`config.mk`:
```
export PLATFORM = sky130hd
export DESIGN_NAME = muldiv_unit
export DESIGN_NICKNAME = d
export VERILOG_FILES = /design/src/rtl/muldiv_unit.sv
export SDC_FILE = /design/constraint.sdc
export NUM_CORES = 1
export LEC_CHECK = 0
export BUFFER_PORTS_ARGS = -buffer_cell sky130_fd_sc_hd__buf_2
export CORE_UTILIZATION = 35
export DETAILED_ROUTE_END_ITERATION = 6
export PLACE_DENSITY_LB_ADDON = 0.25
export SYNTH_ARGS = -nofsm -noshare
export SYNTH_HDL_FRONTEND = slang
export SYNTH_SLANG_ARGS = --single-unit
```
`constraint.sdc`:
```
create_clock -name clk -period 6.2 [get_ports clk]
set_input_delay 1.55 -clock clk [delete_from_list [all_inputs] [get_ports clk]]
set_output_delay 1.55 -clock clk [all_outputs]
set_load 0.05 [all_outputs]
```
`src/rtl/muldiv_unit.sv`:
```
// Iterative RV32M multiply/divide unit: 32-cycle shift-add multiply, 32-cycle restoring divide.
// Optional MULDIV_FAST_MUL_EN replaces the iterative multiply with a single-cycle 33x33 signed multiply.
module muldiv_unit (
  input  logic        clk,
  input  logic        rst_n,
  input  logic        start,
  input  logic        flush,
  input  logic [2:0]  funct3,
  input  logic [31:0] a,
  input  logic [31:0] b,
  output logic        busy,
  output logic        done,
  output logic [31:0] result,
  output logic [1:0]  dbg_state
);

  // Handshake: start is taken on any edge where busy=0 and flush=0; done pulses for one
  // cycle with result valid, and result holds until the next accepted start writes it.
  typedef enum logic [1:0] {
    S_IDLE = 2'd0,
    S_CALC = 2'd1,
    S_FIN  = 2'd2
  } state_t;

  state_t      state, state_nxt;
  logic [2:0]  op;
  logic        neg_a, neg_b;
  logic [31:0] opnd;
  logic [63:0] acc;
  logic [31:0] quot;
  logic [31:0] rem;
  logic [4:0]  count;

  logic        signed_a_in, signed_b_in, na_in, nb_in;
  logic [31:0] mag_a, mag_b;
  logic        div_zero, ovf, special, go_fin_in, accept, calc_last;
  logic [31:0] special_res, fin_res, calc_res;

  logic [32:0] mul_sum;
  logic [63:0] acc_step, prod_fix;
  logic [32:0] r_sh, r_diff;
  logic [31:0] quot_step, rem_step, quot_fix, rem_fix;

  // Operand decode on the inputs, used only at the accepting edge.
  always_comb begin
    signed_a_in = (funct3 == 3'b001) || (funct3 == 3'b010) ||
                  (funct3 == 3'b100) || (funct3 == 3'b110);
    signed_b_in = (funct3 == 3'b001) || (funct3 == 3'b100) || (funct3 == 3'b110);
    na_in       = signed_a_in && a[31];
    nb_in       = signed_b_in && b[31];
    mag_a       = na_in ? (~a + 32'd1) : a;
    mag_b       = nb_in ? (~b + 32'd1) : b;
    div_zero    = funct3[2] && (b == 32'd0);
    ovf         = ((funct3 == 3'b100) || (funct3 == 3'b110)) &&
                  (a == 32'h8000_0000) && (b == 32'hFFFF_FFFF);
    special     = div_zero || ovf;
  end

  always_comb begin
    special_res = 32'hFFFF_FFFF;
    if (div_zero)
      special_res = funct3[1] ? a : 32'hFFFF_FFFF;
    else if (ovf)
      special_res = funct3[1] ? 32'd0 : 32'h8000_0000;
  end

`ifdef MULDIV_FAST_MUL_EN
  logic [32:0] sa_ext, sb_ext;
  logic [63:0] fast_prod;

  assign sa_ext    = {signed_a_in & a[31], a};
  assign sb_ext    = {signed_b_in & b[31], b};
  assign fast_prod = $signed({{31{sa_ext[32]}}, sa_ext}) * $signed({{31{sb_ext[32]}}, sb_ext});
  assign go_fin_in = special || !funct3[2];
  assign fin_res   = special ? special_res :
                     (funct3 == 3'b000) ? fast_prod[31:0] : fast_prod[63:32];
`else
  assign go_fin_in = special;
  assign fin_res   = special_res;
`endif

  // One shift-add step: add the multiplicand into the high half when the low bit is set, then shift right.
  always_comb begin
    mul_sum  = {1'b0, acc[63:32]} + (acc[0] ? {1'b0, opnd} : 33'd0);
    acc_step = {mul_sum, acc[31:1]};
    prod_fix = (neg_a ^ neg_b) ? (~acc_step + 64'd1) : acc_step;
  end

  // One restoring step: shift the next dividend bit into the partial remainder and trial-subtract.
  always_comb begin
    r_sh   = {rem, quot[31]};
    r_diff = r_sh - {1'b0, opnd};
    if (r_diff[32]) begin
      rem_step  = r_sh[31:0];
      quot_step = {quot[30:0], 1'b0};
    end else begin
      rem_step  = r_diff[31:0];
      quot_step = {quot[30:0], 1'b1};
    end
    quot_fix = (neg_a ^ neg_b) ? (~quot_step + 32'd1) : quot_step;
    rem_fix  = neg_a ? (~rem_step + 32'd1) : rem_step;
  end

  always_comb begin
    calc_res = quot_fix;
    case (op)
      3'b000:                 calc_res = prod_fix[31:0];
      3'b001, 3'b010, 3'b011: calc_res = prod_fix[63:32];
      3'b100, 3'b101:         calc_res = quot_fix;
      default:                calc_res = rem_fix;
    endcase
  end

  always_comb begin
    state_nxt = state;
    case (state)
      S_IDLE, S_FIN: begin
        if (flush)      state_nxt = S_IDLE;
        else if (start) state_nxt = go_fin_in ? S_FIN : S_CALC;
        else            state_nxt = S_IDLE;
      end
      S_CALC: begin
        if (flush)                 state_nxt = S_IDLE;
        else if (count == 5'd31)   state_nxt = S_FIN;
      end
      default: state_nxt = S_IDLE;
    endcase
  end

  assign accept    = start && !flush && (state != S_CALC);
  assign calc_last = (state == S_CALC) && !flush && (count == 5'd31);
  assign dbg_state = state;

  always_ff @(posedge clk or negedge rst_n) begin
    if (!rst_n) begin
      state <= S_IDLE;
      busy  <= 1'b0;
      done  <= 1'b0;
    end else begin
      state <= state_nxt;
      busy  <= (state_nxt == S_CALC);
      done  <= (state_nxt == S_FIN);
    end
  end

  always_ff @(posedge clk or negedge rst_n) begin
    if (!rst_n) begin
      op     <= 3'd0;
      neg_a  <= 1'b0;
      neg_b  <= 1'b0;
      opnd   <= 32'd0;
      acc    <= 64'd0;
      quot   <= 32'd0;
      rem    <= 32'd0;
      count  <= 5'd0;
      result <= 32'd0;
    end else if (accept) begin
      op    <= funct3;
      neg_a <= na_in;
      neg_b <= nb_in;
      opnd  <= funct3[2] ? mag_b : mag_a;
      acc   <= {32'd0, mag_b};
      quot  <= mag_a;
      rem   <= 32'd0;
      count <= 5'd0;
      if (go_fin_in) result <= fin_res;
    end else if (state == S_CALC) begin
      count <= count + 5'd1;
      if (op[2]) begin
        quot <= quot_step;
        rem  <= rem_step;
      end else begin
        acc <= acc_step;
      end
      if (calc_last) result <= calc_res;
    end
  end

endmodule

```
# --- Yosys cells after proc, flatten, opt, wreduce, memory -nomap -nowiden ---
# Cells that the tools add are included.
# W data, S select, Z words.
word_totals:
  input_bits: 71
  reg_bits: 206
op_classes:
  n_eq_ne: 19
  reduce_logical: 29
  n_bitwise: 6
  mux: 35
  addsub: 8
ops:
  columns: ["operator", "count"]
  rows:
  - ["$mux W32", 21]
  - ["$mux W64", 4]
  - ["$add A32 B1 Y32 const B", 4]
  - ["$not A32 Y32", 4]
  - ["$pmux W32 S3", 1]
  - ["$add A64 B1 Y64 const B", 1]
  - ["$eq A32 B32 Y1 const B", 2]
  - ["$not A64 Y64", 1]
  - ["$add A32 B32 Y33", 1]
  - ["$sub A33 B32 Y33", 1]
  - ["$logic_not A32 Y1", 1]
  - ["$eq A3 B3 Y1 const B", 4]
  - ["$mux W2", 5]
  - ["$mux W5", 2]
  - ["$eq A3 B2 Y1 const B", 3]
  - ["$logic_and A1 B1 Y1", 9]
  - ["$logic_or A1 B1 Y1", 7]
  - ["$eq A3 B1 Y1 const B", 2]
  - ["$reduce_bool A2 Y1", 3]
  - ["$add A5 B1 Y5 const B", 1]
  - ["$eq A5 B5 Y1 const B", 1]
  - ["$eq A2 B1 Y1 const B", 2]
  - ["$eq A2 B2 Y1 const B", 2]
  - ["$ne A2 B1 Y1 const B", 2]
  - ["other kinds (11)", 13]

# --- Depth between registers and ports, before layout ---
depth:
  ltp_word: 10
  depth_mapped: 27

# --- Worst setup path after synthesis ---
# OpenSTA, ideal clock, no wires.
synth_path:
  path_type: "register to register"
  from: "register quot[31]"
  to: "register result[24]"
  period_less_slack_ns: 5.407
  path_slack_ns: 0.793
  setup_ns: 0.121
  t_arrival_ns: 5.286
  required_ns: 6.079
  path_stages_with_launch: 28
  path_cell_list: "dfrtp_1 > inv_1 > ha_1 > inv_1 > fa_1 > a211oi_1 > o21ai_1 > o2111ai_1 > nand2_1 > nor3b_2 > nor3_2 > nor2_4 > inv_2 > clkbuf_1 > clkbuf_1 > ha_1 > nor3b_1 > and3_1 > nand3_1 > o41ai_2 > nand2_1 > xor2_1 > a221oi_1 > o21ai_0 > a31oi_1 > o311a_1 > nand3_1 > a22o_1"
synth_between:
  elab_chain_len: 9
synth_lines:
  columns: ["element", "line_no", "source"]
  rows:
  - ["from (decl)", "30", "logic [31:0] quot;"]
  - ["from (signal assigned)", "163", "quot <= mag_a;"]
  - ["from (signal assigned)", "170", "quot <= quot_step;"]
  - ["$sub A33 B32 Y33", "92", "r_diff = r_sh - {1'b0, opnd};"]
  - ["$mux W32 / $mux W1 (equally long branches)", "93", "if (r_diff[32]) begin"]
  - ["$not A32 Y32 (on tied branches)", "101, 100", null]
  - ["$add A32 B1 Y32 (on tied branches)", "101, 100", null]
  - ["$mux W32 (on tied branches)", "101, 100", null]
  - ["$pmux W32 S3 *", "106", "case (op)"]
  - ["$mux W32 *", "175", "if (calc_last) result <= calc_res;"]
  - ["$mux W32 *", "167", "end else if (state == S_CALC) begin"]
  - ["$mux W32 *", "157", "end else if (accept) begin"]
  - ["to (signal assigned)", "166", "if (go_fin_in) result <= fin_res;"]
  - ["to (signal assigned)", "175", null]
  - ["to (decl)", "13", "output logic [31:0] result,"]
# Every way passes the cells marked *; elsewhere a longest branch is shown, timed or not. The select of a mux whose other input is x is not followed.
# A chain may end at the register's enable or synchronous reset.

# --- Worst setup path in the final report ---
# Ends and elaborated chain as after synthesis.

==> summary.md <==
| Metric | Value |
|---|---|
| Status | completed |
| Hold Crit Start | acc[56]$_DFFE_PN0P_ |
| Crit-path max cell delay | 0.45 ns |
| Global route overflow | 0 |
| Setup bufs post-CTS | 0 |
| Pre-CTS setup slack | 0.545 ns |
| Flip-flop and latch count after synthesis | 206 |
| WHS | 0.488 ns |
| TritonCTS clock tree | yes |
| Setup crit start | quot[31]$_DFFE_PN0P_ |
| Syn Area/Cell | 7.83 µm² |
| Rel. slew slack | 29.3% |
| Hpwl dp | 62300 µm |
| Worst Hold Class | reg -> reg |
| CP Max Fanout | 4 |
| Maximum vdd drop | 0.258 mV |
| RD Place Congestion | 0.998 |
| Worst-margin pin slew | 1.06 ns |
| Number of synthesized flops with an enable pin | 0 |
| First-pass DRT Iterations | 6 |
| Cell variety after synth | 107 |
| CTS H-tree depth | 1 |
| Post-synthesis net count | 2512 |
| Worst path slowest cell | o41ai_2 |
| Post-synthesis sequential area ratio | 27.8% |
| Unrepaired setup endpoints after global routing | false |
| Arr. time, crit path | 6.20 ns |
| Worst Setup End Kind | flip-flop |
| Via density | 6.19 |
| Total GRT Usage | 29.2% |
| Synth area leader | dfrtp_1 |
| Initial Utilization | 35.8% |
| Startpoint class of the critical path | flip-flop |
| Worst Path Class, Setup | reg -> reg |
| Met3 Use GR | 4.22% |
| Die height | 232 µm |
| Fillcell total | 5347 |
| Core Area | 51800 µm² |
| DR vias | 19195 |
| Ys Warns | 0 |
| Met1 Use GR | 40.8% |
| Area delta synth->final | 11.5% |
| Hold_buf cts | 0 |
| Final WS setup | 0.450 ns |
| Drt first-iter violations | 2215 |
| Asr flop ratio synth | 100% |
| Final period util | 92.7% |
| CP delay by family, top | compound AO/OA/AOI/OAI gates |
| Die area | 53900 µm² |
| TritonCTS Buffers | 27 |
| Synthesized cell area | 18500 µm² |
| Reg-to-reg startpoint | quot[31]$_DFFE_PN0P_ |
| Max-slew violations | 0 |
| Multi-input logic area | 12600 µm² |
| Top cell type's share of synthesized area | 27.8% |
| Synth area leaders | dfrtp_1, o21ai_0, xnor2_1 |
| Buffers and inverters on the worst path | 3 |
| Io pins | 107 |
| # clock sinks | 206 |
| Rows | 83 |
| Required time of the worst setup path | 6.65 ns |
| Layout cells sized above 1 | 10.8% |
| Cells after synthesis | 2367 |
| Largest net degree at the start of global routing | 73 |
| Most Crowded Layer GR | met2 |
| Post-layout util | 39.9% |
| Root Driver | clkbuf_16 |
| Die Span X | 232 µm |
| Synth Flop Type | dfrtp_1 |
| Highest clock rate | 0.174 GHz |
| Fin crit period | 5.75 ns |
| Routed WL per cell | 25.6 µm |
| Antenna violations before repair | 1 |
| Clk_skew | 0.0258 ns |
| Grt met2 use | 42.7% |
| Most numerous cell in the Yosys netlist | nand2_1 |
| CTS clk-pin slew, worst paths | 0.06 ns |
| Routed wire length | 79300 µm |
| Longest Clk Path Bufs | 3 |
| Vias in the first global route | 18042 |
| P_leak | 8.43 nW |
| Register area | 5150 µm² |
| First-pass GRT wire length | 118000 µm |
| Setup violations, final | 0 |
| Pwr/cell area | 446 nW/µm² |
| Hold Vio Cnt, Final | 0 |
| Setup_tns | 0 ns |
| Final nets | 2547 |
| Commonest cells in the synthesized netlist | nand2_1, o21ai_0, dfrtp_1 |
| Clk Latency, worst-skew pair | 0.58 ns |
| DRC Markers | 0 |
| Max-cap viol count | 0 |
| DRT antenna net count | 0 |
| Port Buffer Count | 106 |
## worst paths after layout
check                           slack, ns  cells past startpoint                      to
worst min register to register       0.49                      2     acc[56]$_DFFE_PN0P_
min in group asynchronous            0.99                      1   result[1]$_DFFE_PN0P_
worst max-delay path                 0.45                     25  result[24]$_DFFE_PN0P_
worst min-delay path                 0.49                      2     acc[56]$_DFFE_PN0P_
max in group asynchronous            4.00                      2     acc[37]$_DFFE_PN0P_
worst max register to register       0.45                     25  result[24]$_DFFE_PN0P_
## flip-flops by register name (all words and copies together), names as in the netlist, 2 cells and up
signal and cells:
acc 64, opnd 32, quot 32, rem 32, result 32, count 5
op 3, dbg_state 2
## cells by family after synthesis
kind of cell / after synthesis / synth area share [%]
AOI/OAI and AO/OA: 852 / 29.8
and+or+nand+nor: 786 / 21.2
xor gates and xnor gates: 208 / 9.83
buffers and inverters: 208 / 4.45
DFF: 206 / 27.8
adders and majority gates: 74 / 5.08
muxes: 33 / 1.83
## cell type report
class | count | area share, %
timing repair buffer | 147 | 4.16
multi-input combinational | 1953 | 61.0
sequential | 206 | 25.0
tap | 680 | 4.12
antenna | 1 | 0.0121
clock inverter | 13 | 0.915
clock buffer | 36 | 3.58
inverter | 67 | 1.22
## layout by cell type (no fill, tap or decap), drive strengths merged, types with 12 or more instances in the layout
| cell type | instances |
|---|---|
| nand3 | 32 |
| nand2b | 19 |
| o41ai | 12 |
| o21a | 22 |
| a211oi | 24 |
| mux2i | 26 |
| a22oi | 35 |
| o22ai | 29 |
| a22o | 35 |
| or3 | 32 |
| a21o | 19 |
| inv | 68 |
| dfrtp | 206 |
| a21oi | 196 |
| nor2 | 176 |
| xnor2 | 119 |
| o31ai | 28 |
| buf | 146 |
| clkbuf | 37 |
| a221oi | 23 |
| ha | 72 |
| nand4 | 31 |
| o211ai | 33 |
| xor2 | 89 |
| o221ai | 14 |
| nor3 | 73 |
| nor4 | 26 |
| and2 | 52 |
| and3 | 20 |
| a31oi | 30 |
| o21ai | 272 |
| nand2 | 263 |
## through the flow
step	instances	cell area [µm²]	power, mW
floorplan	2367	18500	5.71
global route	3102	20700	9.74
global placement	3053	19700	7.36
detailed placement	3053	19700	7.38
finish	3103	20700	9.22
CTS	3102	20700	9.10
## worst reg2reg max path, cell delays in order, from the launching register on
cell,delay (ns)
dfrtp_1,0.43
inv_1,0.11
ha_1,0.17
inv_1,0.06
fa_1,0.42
a211oi_1,0.35
o21ai_1,0.24
o2111ai_1,0.24
nand2_1,0.15
nor3b_2,0.23
nor3_2,0.23
nor2_4,0.05
inv_2,0.09
ha_1,0.20
nor3b_1,0.33
and3_1,0.21
nand3_1,0.14
o41ai_2,0.45
nand2_1,0.12
xor2_1,0.17
a221oi_1,0.41
o21ai_0,0.15
a31oi_1,0.22
o311a_1,0.20
nand3_1,0.08
a22o_1,0.18
## repair_timing
action,in CTS,in global routing
gates resized for setup,0,1
endpoints found under the hold margin,0,0
endpoints found under the setup margin,0,1
## power breakdown
| part | switching (mW) | internal [mW] | leakage, nW |
|---|---|---|---|
| sequential | 0.430 | 1.66 | 2.57 |
| combinational | 3.58 | 1.87 | 5.41 |
| clock | 0.677 | 1.01 | 0.447 |
| total | 4.69 | 4.53 | 8.43 |
## layer usage
layer / up-vias / share of wire, %
met2: 864 / 42
li1: 8808 / -
met1: 9383 / 44
met4: 0 / 6.4
met3: 140 / 7.4
met5: - / 0
(Power assumes the default switching activity.)
